==> config.mk <==
export PLATFORM = sky130hd
export DESIGN_NAME = fetch_stage
export DESIGN_NICKNAME = d
export VERILOG_FILES = /design/src/rtl/fetch_stage.sv
export SDC_FILE = /design/constraint.sdc
export NUM_CORES = 1
export LEC_CHECK = 0
export CORE_MARGIN = 2
export CORE_UTILIZATION = 47
export CTS_CLUSTER_SIZE = 40
export DETAILED_ROUTE_END_ITERATION = 12
export PLACE_DENSITY = 0.76
export SYNTH_ARGS = -nofsm -noshare
export SYNTH_HDL_FRONTEND = slang
export SYNTH_SLANG_ARGS = --single-unit
==> constraint.sdc <==
create_clock -name clk -period 2.05 [get_ports clk]
set_clock_uncertainty 0.1 [all_clocks]
set_input_delay 0.205 -clock clk [delete_from_list [all_inputs] [get_ports clk]]
set_output_delay 0.205 -clock clk [all_outputs]
set_load 0.03 [all_outputs]
==> src/rtl/fetch_stage.sv <==
// WISC 16-bit instruction-fetch stage: owns the PC, drives a variable-latency
// instruction memory via rd/done, and feeds decode through an IF/ID register
// backed by a one-entry skid buffer. Handles redirects and HALT detection.
module fetch_stage #(
    parameter logic [15:0] RESET_PC  = 16'h0000,
    parameter logic [15:0] NOP_INSTR = 16'h0800
) (
    input  logic        clk,
    input  logic        rst,
    output logic [15:0] imem_addr,
    output logic        imem_rd,
    input  logic [15:0] imem_data,
    input  logic        imem_done,
    input  logic        stall_in,
    input  logic        redirect_valid,
    input  logic [15:0] redirect_pc,
    output logic [15:0] instr_out,
    output logic [15:0] pc_plus2_out,
    output logic        valid_out,
    output logic        halted,
    output logic        err
);

    typedef enum logic [1:0] {
        FETCH,
        HOLD,
        DRAIN,
        HALTED
    } state_t;

    state_t      state_q, state_d;
    logic [15:0] pc_q, pc_d;
    logic [15:0] instr_q, instr_d;
    logic [15:0] pcp2_q, pcp2_d;
    logic        valid_q, valid_d;
    logic        halted_q, halted_d;
    logic        err_q, err_d;
    logic [15:0] skid_instr_q, skid_instr_d;
    logic [15:0] skid_pcp2_q, skid_pcp2_d;
    logic [15:0] drain_addr_q, drain_addr_d;

    logic [15:0] pc_plus2;
    logic        if_free;
    logic        mem_is_halt;
    logic        skid_is_halt;

    assign pc_plus2     = pc_q + 16'd2;
    assign if_free      = !valid_q || !stall_in;
    assign mem_is_halt  = (imem_data[15:11] == 5'b00000);
    assign skid_is_halt = (skid_instr_q[15:11] == 5'b00000);

    // Memory request: active while fetching or draining an abandoned request
    always_comb begin
        imem_rd   = !rst && ((state_q == FETCH) || (state_q == DRAIN));
        imem_addr = (state_q == DRAIN) ? drain_addr_q : pc_q;
    end

    assign instr_out    = instr_q;
    assign pc_plus2_out = pcp2_q;
    assign valid_out    = valid_q;
    assign halted       = halted_q;
    assign err          = err_q;

    // Next-state logic: redirect overrides everything except reset
    always_comb begin
        state_d      = state_q;
        pc_d         = pc_q;
        instr_d      = instr_q;
        pcp2_d       = pcp2_q;
        valid_d      = valid_q;
        halted_d     = halted_q;
        err_d        = err_q;
        skid_instr_d = skid_instr_q;
        skid_pcp2_d  = skid_pcp2_q;
        drain_addr_d = drain_addr_q;

        if ((imem_done && !imem_rd) || (redirect_valid && redirect_pc[0])) begin
            err_d = 1'b1;
        end

        if (redirect_valid) begin
            pc_d     = {redirect_pc[15:1], 1'b0};
            valid_d  = 1'b0;
            instr_d  = NOP_INSTR;
            halted_d = 1'b0;
            // An in-flight request cannot be cancelled; hold its address
            // in DRAIN until the memory completes, then discard the data.
            if (state_q == DRAIN) begin
                state_d = imem_done ? FETCH : DRAIN;
            end else if ((state_q == FETCH) && !imem_done) begin
                drain_addr_d = pc_q;
                state_d      = DRAIN;
            end else begin
                state_d = FETCH;
            end
        end else begin
            case (state_q)
                FETCH: begin
                    if (imem_done) begin
                        pc_d = pc_plus2;
                        if (if_free) begin
                            instr_d = imem_data;
                            pcp2_d  = pc_plus2;
                            valid_d = 1'b1;
                            if (mem_is_halt) begin
                                state_d  = HALTED;
                                halted_d = 1'b1;
                            end
                        end else begin
                            skid_instr_d = imem_data;
                            skid_pcp2_d  = pc_plus2;
                            state_d      = HOLD;
                        end
                    end else if (if_free) begin
                        valid_d = 1'b0;
                        instr_d = NOP_INSTR;
                    end
                end
                HOLD: begin
                    if (!stall_in) begin
                        instr_d = skid_instr_q;
                        pcp2_d  = skid_pcp2_q;
                        valid_d = 1'b1;
                        if (skid_is_halt) begin
                            state_d  = HALTED;
                            halted_d = 1'b1;
                        end else begin
                            state_d = FETCH;
                        end
                    end
                end
                DRAIN: begin
                    if (imem_done) begin
                        state_d = FETCH;
                    end
                end
                HALTED: begin
                    if (if_free) begin
                        valid_d = 1'b0;
                        instr_d = NOP_INSTR;
                    end
                end
                default: state_d = FETCH;
            endcase
        end
    end

    // State registers with synchronous reset
    always_ff @(posedge clk) begin
        if (rst) begin
            state_q      <= FETCH;
            pc_q         <= RESET_PC;
            instr_q      <= NOP_INSTR;
            pcp2_q       <= '0;
            valid_q      <= 1'b0;
            halted_q     <= 1'b0;
            err_q        <= 1'b0;
            skid_instr_q <= '0;
            skid_pcp2_q  <= '0;
            drain_addr_q <= '0;
        end else begin
            state_q      <= state_d;
            pc_q         <= pc_d;
            instr_q      <= instr_d;
            pcp2_q       <= pcp2_d;
            valid_q      <= valid_d;
            halted_q     <= halted_d;
            err_q        <= err_d;
            skid_instr_q <= skid_instr_d;
            skid_pcp2_q  <= skid_pcp2_d;
            drain_addr_q <= drain_addr_d;
        end
    end

endmodule
== Yosys cells after proc, flatten, opt, wreduce, memory -nomap -nowiden ==
Index checks and enable logic that the tools add are counted.
Storage, ports and cells
  register bits after elaboration: 101
  bits in latches: 0
  RAM bits: 0
  bits in read-only memories: 0
  input bits: 37
  output and inout bits: 52
  memories kept: 0
Cells by class
  $add $sub $neg: 1
  multipliers: 0
  div/mod/pow operators: 0
  order comparisons: 0
  eq/ne operators: 13
  shift operators: 0
  mux-type cells: 35
  bitwise logic cells: 3
  reduce and logical (&&, ||, !) cells: 29
Operator list (count)
  2-to-1 mux 16 bit: 11
  case mux 16 bit (3 select lines): 1
  case mux 16 bit (2 select lines): 1
  2-to-1 mux 2 bit: 10
  adder 16 x 2 -> 16 bit, second input constant: 1
  != test 3 bit, second input constant: 4
  zero test 5 bit: 2
  != test 2 bit, second input constant: 5
  AND reduction 5 bit: 2
  2-to-1 mux 1 bit: 9
  case mux 2 bit (3 select lines): 1
  AND reduction 3 bit: 2
  AND reduction 6 bit: 1
  nonzero test 2 bit: 3
  zero test 1 bit: 5
  equality test 2 bit, second input constant: 2
  logical AND 1 bit: 4
  != test 4 bit, second input constant: 1
  AND reduction 2 bit: 2
  AND reduction 4 bit: 1
  nonzero test 4 bit: 1
  logical OR 1 bit: 3
  NOT 1 bit: 3
  case mux 1 bit (3 select lines): 1
  5 further kinds: 5

== Logic depth before layout (Yosys ltp) ==
Gate-level depths: netlist (run 1).
  depth in word-level cells: 6
  gate-level depth with buffers: 9

== Worst setup path after synthesis (run 1) ==
OpenSTA, ideal clock, no wires.
  path type: register -> register
  start: register state_q[0]
  end: register instr_q[10], in the netlist instr_out[10]
  arrival time: 1.829 ns
  data required time: 1.831 ns
  path slack: 0.002 ns
  cell stages (with the launch flop): 9
  clock period less this slack: 2.048 ns
  cell sequence: dfxtp_1 > inv_1 > ha_1 > buf_2 > a31o_2 > a21oi_1 > a21oi_1 > buf_2 > o2bb2ai_1
Between the ends
  word-level cells in the longest chain between the ends: 3
  elaborated cells on any way between the ends: 8
Ends and longest elaborated chain
  from (decl): RTL line 31  | state_t state_q, state_d;
  from (signal assigned): RTL line 162  | state_q <= state_d;
  equality test 2 x 1 -> 1 bit (tied with other cells): RTL line 97  | case (state_q)
  != test 2 bit (no line) (tied with other cells)
  AND reduction 3 bit (no line)
  to (signal assigned): RTL line 164  | instr_q <= instr_d;
  to (decl): RTL line 33  | logic [15:0] instr_q, instr_d;
Several ways; a longest one is shown, not always the timed one.
A chain may end at the register's enable or synchronous reset.

== Worst setup path after layout (run 1) ==
  start: register state_q[0]
  end: output imem_addr[6]
Between the ends
  word-level cells in the longest chain between the ends: 2
Ends and longest elaborated chain
  equality test 2 bit: RTL line 55  | imem_addr = (state_q == DRAIN) ? drain_addr_q : pc_q;
  2-to-1 mux 16 bit: RTL line 55
  to (decl): RTL line 10  | output logic [15:0] imem_addr,
Every way passes these cells.

==> reports/summary.txt, run 1 <==
global-route wire length before repair -> 21490 um
Worst Hold Slack -> 132.9 ps
ANT cells -> 0
kind of cell adding the most delay to the critical path -> buffers and inverters
library cells used by synthesis -> 58
WP data arrival -> 1730 ps
largest net degree at the start of global routing -> 33
sequential-to-total area share from yosys stat -> 0.4059
crit path time final -> 2031 ps
VDD IR max -> 0.0003333 V
Max clock buf depth -> 2
cell internal pwr -> 2.849 mW
# rows -> 36
synthesized cell area -> 4785 um^2
Period Utilization, post-route -> 0.9906
sequential power share -> 0.494
Worst Hold End -> pc_plus2_out[3]$_SDFFE_PP0P_
First-pass DRT Iterations -> 7
commonest cells in the netlist -> 97 x dfxtp_1, 81 x nand2_1, 48 x a21oi_1
Worst Setup Path Type -> reg -> out
Comb power frac -> 0.222
clk_lat worst skew -> 370 ps
share of layout cells above drive strength 1 -> 0.1847
Critical Path RT -> 1750 ps
drt wl/cell -> 16.63 um
CP bufs+invs -> 3
Setup-failing EPs final -> 0
YS warnings -> 0
Max-Cap Viols -> 0
Pwr Density -> 667.0 nW/um^2
Die Width -> 104.9 um
Net Sw Frac -> 0.3084
Worst path max stage delay -> 360 ps
vias per cell -> 5.670
Reg2Reg Depth -> 7
Placement Cell Area -> 6003 um^2
CTS Root Cell -> clkbuf_8
Nets -> 704
H-tree Lvls -> 3
initial DRC count -> 188
global route overflow -> 0
Post-Layout Cell Count -> 799
Synth Flop Type -> dfxtp_1
hold depth -> 2
FF-to-FF setup slack -> 40 ps
unrepaired setup endpoints after global routing -> yes
Mapped Cells -> 564
synth top area cells -> dfxtp_1 41%, nand2_1 6.4%, a21oi_1 5.0%
syn avg cell area -> 8.483 um^2
top-area cell type share of the netlist area -> 0.4059
core area -> 9819 um^2
final instance area -> 6176 um^2
outcome -> completed
pre-CTS setup slack -> -107.3 ps
die area -> 11000 um^2
R2R Path Start -> state_q[1]$_SDFFE_PP0P_
Hold Crit Start -> rst
RR Endpoint -> pc_plus2_out[15]$_SDFFE_PP0P_
Ports -> 89
Fmax -> 0.4925 GHz
number of synthesized flops with an enable pin -> 0
Post-DRT Antenna Nets -> 0
Yosys reg bits -> 97
NetSw -> 1.270 mW
Initial Util -> 0.4873
Clock power frac -> 0.284
Total Routing Usage GR -> 0.2363
worst path cell trace -> inv_2 -> ha_2 -> buf_12 -> mux2_2 -> buf_2
Post-DP HPWL -> 9397 um
routability congestion estimate -> 0.9599
worst hold path class -> in -> reg
setup ws final -> 19.36 ps
Crit Path Max Fanout -> 19
P_leak -> 2.136 nW
die height -> 104.9 um
I/O Buffers -> 86
vias -> 4530
CP Capture Type -> primary output
vias in the first global route -> 4416
slowest CP cell -> mux2_2
power consumption -> 4.120 mW
CTS tree -> yes
initial antenna violation count -> 0
cts bufs inserted -> 9
CTS Hold Buffers Added -> 0
count leader, synth -> dfxtp_1
post-synth top area cell -> dfxtp_1
P&R area growth vs syn -> 29.08%
startpoint type of the worst setup path -> register
WL final -> 13290 um
final routed DRC violation total -> 0
clk sink count -> 97
clock slew at reported path FFs -> 100 ps
Placed Instances -> 782
ys async rst share -> 0
Final Hold Viols -> 0
# fillers -> 871
fin. max-slew vios -> 0
state kept, by name, summed over array words and instances (netlist names), 2 cells and up:
signal        count
drain_addr_q     15
instr_out        16
pc_plus2_out     15
pc_q             15
skid_instr_q     16
skid_pcp2_q      15
state_q           2
kinds of logic after synthesis:
group / after synthesis / synth area share
AO/OA/AOI/OAI: 133 / 0.1917
XOR/XNOR: 15 / 0.02746
adder cells (fa/ha/maj): 6 / 0.01569
buffers and inverters: 67 / 0.06302
flip-flops: 97 / 0.4059
multiplexers: 35 / 0.07714
other: 1 / 0.0007838
AND/OR/NAND/NOR: 210 / 0.2184
power by group through the flow:
stage | clock [mW] | combinational (mW) | sequential, mW
after floorplan | 0 | 0.488 | 2.10
after global placement | 0 | 0.893 | 2.07
after detailed placement | 0 | 0.914 | 2.07
after CTS | 1.17 | 0.898 | 2.03
after global routing | 1.24 | 0.982 | 2.04
final | 1.17 | 0.914 | 2.04
placed cells by master (no fill, tap or decap), types with 4 or more instances in the layout:
master / instances
a211oi_1: 20
a21oi_1: 47
a311oi_1: 5
buf_12: 4
buf_2: 16
buf_4: 50
clkbuf_8: 10
clkdlybuf4s50_1: 69
clkinvlp_4: 4
dfxtp_1: 94
inv_1: 10
mux2_2: 15
mux2i_1: 20
nand2_1: 81
nand2b_1: 11
nand3_1: 13
nand4_1: 4
nor2_1: 30
nor2b_1: 6
nor3_1: 25
nor4_1: 8
o21ai_0: 8
o2bb2ai_1: 15
o32ai_1: 8
or4_1: 6
xnor2_1: 12
layout make-up:
cell class / count / area, um^2 / share of cell area
sequential: 97 / 1946 / 0.3150
tap: 133 / 166.4 / 0.02694
timing repair buffer: 139 / 1226 / 0.1985
clock buffer: 11 / 141.4 / 0.02289
multi-input combinational: 401 / 2609 / 0.4224
inverter: 13 / 48.80 / 0.007901
clock inverter: 5 / 38.79 / 0.006280
timing repair:
item,CTS,global route
endpoints found under the hold margin,0,0
pin swaps,0,1
setup buffers,0,1
gates resized for setup,80,11
endpoints found under the setup margin,21,47
worst max path at each step:
stage	from	to	slack (ps)	depth (start not counted)
after global placement	imem_done	pc_q[15]$_SDFFE_PP0P_	-10	6
after floorplan	state_q[0]$_SDFFE_PP0P_	instr_out[10]$_SDFFE_PP0P_	2	8
after detailed placement	imem_data[12]	state_q[1]$_SDFFE_PP0P_	-110	5
after CTS	state_q[0]$_SDFFE_PP0P_	pc_plus2_out[15]$_SDFFE_PP0P_	-8	6
final	state_q[0]$_SDFFE_PP0P_	imem_addr[6]	20	5
after global routing	pc_q[4]$_SDFFE_PP0P_	pc_q[13]$_SDFFE_PP0P_	-80	4
routing by layer:
layer  global-route usage  part of all wire  vias up
li1                     -                 -     2211
met1               0.2838              0.42     2122
met2               0.4318              0.50      178
met3              0.04492             0.072       19
met4              0.05810             0.014        0
met5                    0                 0        -
stage by stage:
stage	util	TNS, ps
5_1_grt	0.6290	-272.6
6_report	0.6290	0
3_5_place_dp	0.6114	-687.4
2_1_floorplan	-	0
3_3_place_gp	0.6114	-21.59
4_1_cts	0.6235	-16.50
(Power assumes the default switching activity.)
==> run 2, diff against run 1 <==
--- a/config.mk
+++ b/config.mk
@@ -5,11 +5,14 @@
 export SDC_FILE = /design/constraint.sdc
 export NUM_CORES = 1
 export LEC_CHECK = 0
+export CELL_PAD_IN_SITES_DETAIL_PLACEMENT = 0
+export CELL_PAD_IN_SITES_GLOBAL_PLACEMENT = 1
 export CORE_MARGIN = 2
-export CORE_UTILIZATION = 47
+export CORE_UTILIZATION = 35
 export CTS_CLUSTER_SIZE = 40
 export DETAILED_ROUTE_END_ITERATION = 12
-export PLACE_DENSITY = 0.76
+export PLACE_DENSITY_LB_ADDON = 0.1
+export SKIP_LAST_GASP = 1
 export SYNTH_ARGS = -nofsm -noshare
 export SYNTH_HDL_FRONTEND = slang
 export SYNTH_SLANG_ARGS = --single-unit
==> reports/summary.txt, run 2 (synthesis results as in run 1) <==
clk_lat worst skew -> 350 ps
initial antenna violation count -> 0
Max clock buf depth -> 2
Die Width -> 120.9 um
global-route wire length before repair -> 22620 um
Initial Util -> 0.3599
routability congestion estimate -> 0.8994
die height -> 120.9 um
Fmax -> 0.4952 GHz
Setup-failing EPs final -> 0
initial DRC count -> 243
Post-DP HPWL -> 10090 um
vias in the first global route -> 4413
Worst-Margin Slew -> 522.2 ps
CP endpoint -> imem_addr[7]
Clock power frac -> 0.353
P&R area growth vs syn -> 34.41%
most common cell after layout, fill and taps aside -> dfxtp_1
CTS tree -> yes
final routed DRC violation total -> 0
H-tree Lvls -> 3
First-pass DRT Iterations -> 4
vias -> 4523
Max-Cap Viols -> 0
WL final -> 14080 um
Crit. Startpoint -> state_q[0]$_SDFFE_PP0P_
Critical Path RT -> 1750 ps
outcome -> completed
I/O Buffers -> 86
WP data arrival -> 1710 ps
Worst Hold Slack -> 261.5 ps
setup ws final -> 30.52 ps
Period Utilization, post-route -> 0.9851
Placement Cell Area -> 6052 um^2
core area -> 13300 um^2
Nets -> 714
final instance area -> 6431 um^2
Net Sw Frac -> 0.2991
R2R Path Start -> state_q[1]$_SDFFE_PP0P_
Final Hold Viols -> 0
sequential power share -> 0.439
drt wl/cell -> 16.52 um
CP Capture Type -> primary output
RR Endpoint -> pc_plus2_out[11]$_SDFFE_PP0P_
die area -> 14620 um^2
Total Routing Usage GR -> 0.1965
clk sink count -> 97
crit path time final -> 2019 ps
Final TNS setup -> 0 ps
Comb power frac -> 0.207
CTS Hold Buffers Added -> 0
Reg2Reg Depth -> 6
FF-to-FF setup slack -> 30 ps
ANT cells -> 0
# rows -> 42
cell internal pwr -> 3.236 mW
Pwr Density -> 718.0 nW/um^2
Crit Path Max Fanout -> 6
Slew headroom -> 0.6487
NetSw -> 1.381 mW
worst hold path class -> in -> reg
fin. max-slew vios -> 0
power consumption -> 4.617 mW
cts bufs inserted -> 9
startpoint type of the worst setup path -> register
global route overflow -> 0
largest net degree at the start of global routing -> 26
Worst Setup Path Type -> reg -> out
clock slew at reported path FFs -> 70 ps
most frequent cells in the layout -> 96 x dfxtp_1, 81 x nand2_1, 70 x buf_4
VDD IR max -> 0.0004237 V
Post-DRT Antenna Nets -> 0
pre-CTS setup slack -> -172.7 ps
share of layout cells above drive strength 1 -> 0.2012
unrepaired setup endpoints after global routing -> yes
Ports -> 89
vias per cell -> 5.309
P_leak -> 2.235 nW
CTS Root Cell -> clkbuf_16
## run 2: cell types whose count changed in the layout (fill, tap and decap cells not counted), moves of 2 or more
cell,delta
buf_4,+20
buf_2,-13
clkbuf_8,-10
clkbuf_16,+9
clkbuf_2,+5
nor3_1,-4
nor3_2,+4
buf_12,-3
dfxtp_1,+2
dfxtp_2,-2
## run 2: timing repair
| item | CTS | global route |
|---|---|---|
| buffers inserted | 4 | 0 |
| pin swaps | 2 | 1 |
| endpoints found under the setup margin | 25 | 26 |
| gates resized for setup | 26 | 21 |
## run 2: worst max-delay path, cell delays in order, from the launching register on
cell and delay [ps]:
dfxtp_1 320, inv_2 110, ha_4 180, buf_4 140, buf_6 120, mux2_2 330, buf_4 170
## run 2: worst min path at each step
stage,startpoint,end,slack [ps],cells past startpoint
after floorplan,imem_data[0],skid_instr_q[0]$_SDFFE_PP0P_,240,2
after global placement,drain_addr_q[10]$_SDFFE_PP0P_,drain_addr_q[10]$_SDFFE_PP0P_,340,2
after detailed placement,instr_out[0]$_SDFFE_PP0P_,instr_out[0]$_SDFFE_PP0P_,350,1
after CTS,rst,skid_pcp2_q[15]$_SDFFE_PP0P_,260,2
after global routing,rst,skid_pcp2_q[5]$_SDFFE_PP0P_,280,2
final,rst,pc_plus2_out[2]$_SDFFE_PP0P_,260,2
## run 2: final cells by class
cell class / count / area [um^2]
clock buffers: 10 / 229.0
multi-input cells: 401 / 2651
repair buffers: 149 / 1287
fillers: 1299 / 6864
flip-flops and latches: 97 / 1943
well taps: 176 / 220.2
clock inverters: 6 / 51.30
inverters: 13 / 48.80
## run 2: power by group through the flow
stage | clock [mW] | sequential (mW) | combinational, mW
final | 1.63 | 2.03 | 0.957
after global routing | 1.75 | 2.04 | 1.04
after CTS | 1.67 | 2.03 | 0.949
after detailed placement | 0 | 2.07 | 0.930
after global placement | 0 | 2.07 | 0.923
after floorplan | 0 | 2.10 | 0.488
## run 2: stage by stage
stage / util / instances
2_1_floorplan: - / 565
3_3_place_gp: 0.4552 / 832
3_5_place_dp: 0.4552 / 832
4_1_cts: 0.4804 / 852
5_1_grt: 0.4837 / 852
6_report: 0.4837 / 852
## run 2: layer usage
metal  wire length [um]  track usage  vias to the layer above
met5                  0            0                        -
met4                199      0.07049                        0
met3                540      0.02679                       16
met2               6717       0.3220                      102
met1               6620       0.2639                     2167
li1                   -            -                     2238
